$ cat src/rtl/piso_design_if.sv
// Parallel-in / serial-out stream bundle: byte write side, bit read side and FIFO status.
interface piso_design_if;
    logic [7:0] data_i;
    logic       valid_i;
    logic       ready_o;
    logic       data_o;
    logic       valid_o;
    logic       ready_i;
    logic       sof_o;
    logic       full_o;
    logic       empty_o;

    modport master (
        output data_i, valid_i, ready_i,
        input  ready_o, data_o, valid_o, sof_o, full_o, empty_o
    );

    modport slave (
        input  data_i, valid_i, ready_i,
        output ready_o, data_o, valid_o, sof_o, full_o, empty_o
    );
endinterface

$ cat src/rtl/piso_design.sv
// Byte FIFO feeding an LSB-first serializer; words stream back-to-back with no idle bit.
module piso_design #(
    parameter int         DEPTH   = 16,
    parameter logic [1:0] S_IDLE  = 2'b01,
    parameter logic [1:0] S_SHIFT = 2'b10
) (
    input  logic         clk_i,
    input  logic         rst_i,
    piso_design_if.slave bus
);
    localparam int         AW         = $clog2(DEPTH);
    localparam logic [AW:0] FULL_COUNT = (AW+1)'(DEPTH);

    logic [7:0]    mem [DEPTH];
    logic [AW-1:0] wr_ptr;
    logic [AW-1:0] rd_ptr;
    logic [AW:0]   count;
    logic          full;
    logic          empty;
    logic          wr_en;
    logic          pop;

    logic [1:0] state_q, state_d;
    logic [7:0] shift_q, shift_d;
    logic [2:0] bit_q, bit_d;

    assign full        = (count == FULL_COUNT);
    assign empty       = (count == '0);
    assign wr_en       = bus.valid_i && !full;
    assign bus.ready_o = !full;
    assign bus.full_o  = full;
    assign bus.empty_o = empty;

    // NOTE: the storage array is deliberately left out of reset; occupancy alone decides what is valid.
    always_ff @(posedge clk_i) begin
        if (wr_en) mem[wr_ptr] <= bus.data_i;
    end

    always_ff @(posedge clk_i or negedge rst_i) begin
        if (!rst_i) begin
            wr_ptr <= '0;
            rd_ptr <= '0;
            count  <= '0;
        end else begin
            if (wr_en) wr_ptr <= wr_ptr + 1'b1;
            if (pop)   rd_ptr <= rd_ptr + 1'b1;
            case ({wr_en, pop})
                2'b10:   count <= count + 1'b1;
                2'b01:   count <= count - 1'b1;
                default: count <= count;
            endcase
        end
    end

    // NOTE: registers use non-blocking assignments so every flop samples pre-edge values.
    always_ff @(posedge clk_i or negedge rst_i) begin
        if (!rst_i) begin
            state_q <= S_IDLE;
            shift_q <= '0;
            bit_q   <= '0;
        end else begin
            state_q <= state_d;
            shift_q <= shift_d;
            bit_q   <= bit_d;
        end
    end

    // NOTE: hold-value defaults come first so no path through the case infers a latch.
    always_comb begin
        state_d = state_q;
        shift_d = shift_q;
        bit_d   = bit_q;
        pop     = 1'b0;
        case (state_q)
            S_IDLE: begin
                if (!empty) begin
                    pop     = 1'b1;
                    shift_d = mem[rd_ptr];
                    bit_d   = '0;
                    state_d = S_SHIFT;
                end
            end
            S_SHIFT: begin
                if (bus.ready_i) begin
                    if (bit_q != 3'd7) begin
                        shift_d = shift_q >> 1;
                        bit_d   = bit_q + 3'd1;
                    end else if (!empty) begin
                        pop     = 1'b1;
                        shift_d = mem[rd_ptr];
                        bit_d   = '0;
                    end else begin
                        state_d = S_IDLE;
                    end
                end
            end
            default: state_d = S_IDLE;
        endcase
    end

    always_comb begin
        bus.valid_o = (state_q == S_SHIFT);
        bus.data_o  = bus.valid_o && shift_q[0];
        bus.sof_o   = bus.valid_o && (bit_q == 3'd0);
    end
endmodule

$ cat src/flat_wrapper.sv
// flat-port wrapper written by rule: the top's interface ports become plain ports
module piso_design_flat 
#(
    parameter int         DEPTH   = 16,
    parameter logic [1:0] S_IDLE  = 2'b01,
    parameter logic [1:0] S_SHIFT = 2'b10
)
  (clk_i, rst_i, bus_data_i, bus_valid_i, bus_ready_i, bus_ready_o, bus_data_o, bus_valid_o, bus_sof_o, bus_full_o, bus_empty_o);
  piso_design_if bus_i ();
  input  logic clk_i;
  input  logic rst_i;
  input wire logic [$bits(bus_i.data_i)-1:0] bus_data_i;
  input wire logic [$bits(bus_i.valid_i)-1:0] bus_valid_i;
  input wire logic [$bits(bus_i.ready_i)-1:0] bus_ready_i;
  output wire logic [$bits(bus_i.ready_o)-1:0] bus_ready_o;
  output wire logic [$bits(bus_i.data_o)-1:0] bus_data_o;
  output wire logic [$bits(bus_i.valid_o)-1:0] bus_valid_o;
  output wire logic [$bits(bus_i.sof_o)-1:0] bus_sof_o;
  output wire logic [$bits(bus_i.full_o)-1:0] bus_full_o;
  output wire logic [$bits(bus_i.empty_o)-1:0] bus_empty_o;
  assign bus_i.data_i = bus_data_i;
  assign bus_i.valid_i = bus_valid_i;
  assign bus_i.ready_i = bus_ready_i;
  assign bus_ready_o = bus_i.ready_o;
  assign bus_data_o = bus_i.data_o;
  assign bus_valid_o = bus_i.valid_o;
  assign bus_sof_o = bus_i.sof_o;
  assign bus_full_o = bus_i.full_o;
  assign bus_empty_o = bus_i.empty_o;
  piso_design #(.DEPTH(DEPTH), .S_IDLE(S_IDLE), .S_SHIFT(S_SHIFT)) u_core (.clk_i(clk_i), .rst_i(rst_i), .bus(bus_i));
endmodule
$ cat config.mk
export PLATFORM = sky130hd
export DESIGN_NAME = piso_design_flat
export DESIGN_NICKNAME = d
export VERILOG_FILES = /design/src/rtl/piso_design_if.sv /design/src/rtl/piso_design.sv /design/src/flat_wrapper.sv
export SDC_FILE = /design/constraint.sdc
export NUM_CORES = 1
export LEC_CHECK = 0
export CORE_MARGIN = 2
export CORE_UTILIZATION = 50
export DETAILED_ROUTE_END_ITERATION = 16
export DONT_BUFFER_PORTS = 1
export PLACE_DENSITY_LB_ADDON = 0.12
export RECOVER_POWER = 25
export SYNTH_ARGS = -nofsm -noshare
export SYNTH_HDL_FRONTEND = slang
export SYNTH_SLANG_ARGS = --single-unit
export TNS_END_PERCENT = 100
$ cat constraint.sdc
create_clock -name clk_i -period 6.95 [get_ports clk_i]
set_input_delay 1.39 -clock clk_i [delete_from_list [all_inputs] [get_ports clk_i]]
set_output_delay 1.39 -clock clk_i [all_outputs]
set_load 0.01 [all_outputs]
=== After elaboration in Yosys (flattened, before gate mapping) ===
Memory sizes are Yosys's and may differ from the RTL's.
Cells that the tools add are included.

* Mux-type cells: 20
* Reduce and logical (&&, ||, !) cells: 10
* Add/sub/neg operators: 5
* Eq/ne operators: 10

{| class="wikitable"
|+ Operator list
! operator !! count
|-
| 8-bit 2-to-1 mux || 3
|-
| 8-bit case mux with 2 select lines || 1
|-
| 5-bit case mux with 2 select lines || 1
|-
| 3-bit 2-to-1 mux || 3
|-
| 4-bit by 1-bit adder with 4-bit output, second input constant || 2
|-
| 2-bit 2-to-1 mux || 4
|-
| 2-bit != test, second input constant || 3
|-
| 3-bit case mux with 2 select lines || 1
|-
| 5-bit by 1-bit adder with 5-bit output, second input constant || 1
|-
| 5-bit equality test, second input constant || 1
|-
| 5-bit zero test || 1
|-
| 1-bit 2-to-1 mux || 5
|-
| 5-bit by 1-bit subtractor with 5-bit output, second input constant || 1
|-
| 2-bit by 1-bit equality test with 1-bit output, second input constant || 2
|-
| 2-bit equality test, second input constant || 2
|-
| 2-bit case mux with 2 select lines || 1
|-
| 4-bit AND reduction || 1
|-
| 2-bit nonzero test || 2
|-
| 3-bit by 1-bit adder with 3-bit output, second input constant || 1
|-
| 1-bit logical AND || 3
|-
| 3-bit zero test || 1
|-
| 3-bit != test, second input constant || 1
|-
| 2-bit by 1-bit != test with 1-bit output, second input constant || 1
|-
| 1-bit case mux with 2 select lines || 1
|-
| other kinds (2) || 2
|}

* Input port bits: 12
* Memories kept: 1
* Register bits: 26
* Word-level logic and storage cells: 52
* RAM bits: 128
* Output and inout bits: 6

{| class="wikitable"
|+ Memories
! memory !! words !! bits a word !! read ports !! clocked after memory_dff !! write ports !! line !! text
|-
| u_core.mem || 16 || 8 || 1 || 0 || 1 || piso_design.sv:14 || <nowiki>logic [7:0] mem [DEPTH];</nowiki>
|}

=== Logic depth before layout (Yosys ltp) ===
* Word-level depth: 7
* Mapped depth: 12
* Gate-level depth less buffers: 11

=== Worst setup path after synthesis ===
OpenSTA, ideal clock, no wires.

* Path type: input -> register
* Start: input port bus_valid_i
* End: register u_core.count[4]
* Stages: 10
* Setup slack: 3.645 ns
* Required time: 6.825 ns
* Arrival time: 3.179 ns
* Buffers on the path: 1
* Setup time: 0.125 ns
* Cell sequence: and2_1 clkbuf_1 inv_1 ha_1 fa_1 a21o_1 a21oi_1 xor2_1 nor2_1 xor2_1

* Longest elaborated chain between the ends: 3
* Elaborated cells between the ends (all ways): 5
* Classes of those cells: 2 x eq/ne; 1 x mux; 2 x reduce/logical

{| class="wikitable"
|+ RTL lines
! item !! line !! text
|-
| from (decl) || flat_wrapper.sv:13 || <nowiki>input wire logic [$bits(bus_i.valid_i)-1:0] bus_valid_i;</nowiki>
|-
| 1-bit logical AND * || piso_design.sv:29 || <nowiki>assign wr_en = bus.valid_i && !full;</nowiki>
|-
| 2-bit by 1-bit equality test with 1-bit output or 2-bit equality test (tied branches) || piso_design.sv:47 || <nowiki>case ({wr_en, pop})</nowiki>
|-
| 5-bit case mux with 2 select lines or 2-bit nonzero test (tied branches) || - ||
|-
| to (signal assigned) || piso_design.sv:48 || <nowiki>2'b10: count <= count + 1'b1;</nowiki>
|-
| to (signal assigned) || piso_design.sv:49 || <nowiki>2'b01: count <= count - 1'b1;</nowiki>
|-
| to (signal assigned) || piso_design.sv:50 || <nowiki>default: count <= count;</nowiki>
|-
| to (decl) || piso_design.sv:17 || <nowiki>logic [AW:0] count;</nowiki>
|}

Mark *: on every way between the ends. The rest lies on a longest branch, timed or not.
A chain may end at the register's enable or synchronous reset.

=== Worst setup path in the final report ===
* Start: register u_core.count[3]
* End: output port bus_empty_o

* Longest elaborated chain between the ends: 1

{| class="wikitable"
|+ RTL lines
! item !! line !! text
|-
| 5-bit zero test || piso_design.sv:28 || <nowiki>assign empty = (count == '0);</nowiki>
|-
| to (decl) || flat_wrapper.sv:20 || <nowiki>output wire logic [$bits(bus_i.empty_o)-1:0] bus_empty_o;</nowiki>
|}

Every way passes these cells.

==> summary.md <==
| Metric | Value |
|---|---|
| VDD IR max | 0.0001756 V |
| Most frequent cells in the layout | edfxtp_1 (128), mux2i_1 (32), dfrtp_1 (24) |
| # DRC | 0 |
| Number of port buffers | 0 |
| Drt first pass iters | 4 |
| Layout Skew | 0.008650 ns |
| Area fraction of the dominant cell type after synthesis | about three fifths |
| Post-DP HPWL | 7854 µm |
| Worst slew margin | 19.04% |
| FF/Latch Area | 4497 µm² |
| Total Routing Usage GR | 20.85% |
| RSZ-0062 raised after global routing | false |
| First-pass GRT wire length | 19,760 µm |
| CP Cell Sequence | nor4_1 -> nor2b_1 |
| Worst Max-Slew Pin Slew | approximately 1.2 ns |
| Period utilization | between 40% and 50% |
| Fin nets | around 420 |
| Post-synth EDFFs | 128 |
| Max Clk Rate | 317.2 MHz |
| Worst reg2reg path startpoint | u_core.count[3]$_DFFE_PN0P_ |
| CP max FO | 8 |
| Hold Path Stages | 2 |
| Initial drt markers | between 150 and 200 |
| H-tree levels | 4 |
| Io pins | 18 |
| Post-Synth XOR/XNOR Area | approximately 1.5% |
| Crit path kind | reg -> out |
| Die width | 117.1 µm |
| Post-Synth Simple-Gate Area | around 4.9% |
| Commonest register cell after synthesis | edfxtp_1 |
| P_leak | ~0.0025 µW |
| Synth-to-layout area growth | 11.13% |
| Critical Path Max Stage Delay | 0.61 ns |
| Hold WC Path Type | reg -> reg |
| Post-route setup slack | 3.797 ns |
| Cts repair resizes | 0 |
| Share of layout cells above drive strength 1 | 11.74% |
| Compound-Gate Fraction of Synth Area | 6.849% |
| Pin count of the biggest net entering global routing | 46 |
| Vert. Die Dim | between 100 and 150 µm |
| Initial Util | 50.87% |
| Diodes inserted | 0 |
| Worst skew pair latency | 0.42 ns |
| Ranking of synthesized cells by area | edfxtp_1 (60%), dfrtp_1 (9.8%), mux2i_1 (5.0%) |
| Crit path DAT | 1.76 ns |
| Cells after Synth | 393 |
| Total Wirelength | 12,640 µm |
| CP Launch Type | flop |
| Row cnt | 41 |
| Most common cell after layout, fill and taps aside | edfxtp_1 |
| FF-to-FF path depth | 10 |
| Fin crit period | ~3.2 ns |
| Via density | 5.690 |
| Crit path from | u_core.count[3]$_DFFE_PN0P_ |
| Synth warnings | 0 |
| Multi-input gate area | 1747 µm² |
| #FFs+latches synth | about 150 |
| Cell variety after synth | 43 |
| Fin. max-slew vios | 0 |
| Fillers | about 1,000 |
| Reg-to-reg endpoint | u_core.count[4]$_DFFE_PN0P_ |
| DR WL/cell | 21.75 µm |
| Syn_area_per_cell | 16.27 µm² |
| Seq/Total Area, Yosys | 70.31% |
| CTS buffer count | 17 |
| Overflow after GRT | 0 |
| CP Capture Type | primary output |
| Outcome | completed |
| Clock transition at the registers of the reported paths | around 0.06 ns |
| Hold EP | u_core.state_q[0]$_DFFE_PN1P_ |
| Pwr Total | around 3100 µW |
| Non-filler instance count after layout | 581 |
| Pre-CTS setup slack | 3.553 ns |
| Antenna violations before repair | 0 |
| MaxCap Viol Count | 0 |
| Final setup fails | 0 |
| Total vias in the final route | 3,306 |
| Placed cells | 550 |
| PD cells | approximately 440 nW/µm² |
| Core Util, Final | between 50% and 60% |
| CTS tree | done |
| Antenna Violating Nets Remaining | 0 |
| Core area | around 13,000 µm² |
| Yosys top cell by area | edfxtp_1 |
| Synth Net Count | 420 |
| Mux contribution to synthesized area | 11.00% |
| Hold wc startpoint | u_core.state_q[0]$_DFFE_PN1P_ |
| TNS Setup | 0 ns |
| Crit path required time | ~5.6 ns |
| Fin. Hold Viols | 0 |
| Post-synthesis cell area | 6394 µm² |
| Async S/R FF share, synth | 16.88% |
| Synth Area in Adders | 3.053% |
| Worst reg2reg setup slack | about 3.8 ns |
| Num Clock Sinks | 154 |
| CTS root buffer | clkbuf_16 |
| Setup Buffers After CTS | 0 |
| Hold buffer count at CTS | 0 |
| Full die area | 13,710 µm² |
| Clock buffer depth | 2 |
| RD Place Congestion | 0.7894 |
| Number of global-route vias before repair | 3,449 |
| Largest family of logic cells by synthesized area | multiplexers |
| Slowest-stage cell, CP | nor2b_1 |
==> cell type report <==
class | instances | area share, %
multi-input cells | 208 | 24.58
clock buffers | 20 | 6.145
well taps | 172 | 3.029
flip-flops and latches | 154 | 63.29
inverters | 10 | 0.5283
clock inverters | 11 | 1.796
repair buffers | 6 | 0.6339
==> report_power, final <==
part / total, µW / leakage [µW] / switching, µW / internal (µW)
clock network: 894 / 0.000276 / 339 / 555
logic: 985 / 0.000769 / 588 / 397
registers: 1240 / 0.00146 / 76.0 / 1160
==> cells by family (layout without fill, tap and decap cells) <==
logic type | Yosys count | in the layout
compound gates | 66 | 66
xor+xnor | 11 | 11
fa+ha+maj | 15 | 15
buf+inv | 31 | 47
flops | 154 | 154
mux | 50 | 50
simple gates | 66 | 66
==> how the worst max path moves through the flow <==
stage                                       end  slack (ns)  cells after the start
finish                              bus_empty_o        3.80                      2
detailed placement  u_core.count[4]$_DFFE_PN0P_        3.55                      9
CTS                 u_core.count[4]$_DFFE_PN0P_        3.76                     10
global placement    u_core.count[4]$_DFFE_PN0P_        3.58                      9
global route        u_core.count[4]$_DFFE_PN0P_        3.63                     10
floorplan           u_core.count[4]$_DFFE_PN0P_        3.65                     10
==> synth_stat cells, types with 5 or more instances <==
| cell | instances |
|---|---|
| nand3_1 | 5 |
| inv_1 | 10 |
| o21ai_0 | 9 |
| xnor2_1 | 8 |
| mux4_2 | 12 |
| a21oi_1 | 13 |
| o22ai_1 | 7 |
| a31oi_1 | 10 |
| nand2_1 | 16 |
| a221oi_1 | 6 |
| buf_2 | 7 |
| clkbuf_1 | 7 |
| nor2_1 | 22 |
| ha_1 | 14 |
| a21o_1 | 5 |
| mux2i_1 | 32 |
| nor3_1 | 5 |
| dfrtp_1 | 25 |
| o211ai_1 | 5 |
| edfxtp_1 | 128 |
==> metrics by stage <==
stage	instance area, µm²	hold slack [ns]
floorplan	6394	0.4633
global placement	6541	0.4822
detailed placement	6541	0.4914
CTS	7106	0.5022
global route	7106	0.5169
finish	7106	0.5006
==> routing by layer <==
metal	track usage, %	part of all wire, %
met5	0	0
met4	9.804	2.5
met3	5.098	7.0
met2	31.33	47
met1	28.99	43
==> registers in the layout, summed over array words and instances, names as in the netlist <==
register        cells
u_core.wr_ptr       4
u_core.bit_q        3
u_core.shift_q      8
u_core.mem        128
u_core.count        5
u_core.rd_ptr       4
u_core.state_q      2
==> critical path, delay by kind of cell (launching register included) <==
family | cells | cell delay, ns
simple gates | 2 | 0.94
flops | 1 | 0.40
Power figures use the tool's default switching activity.
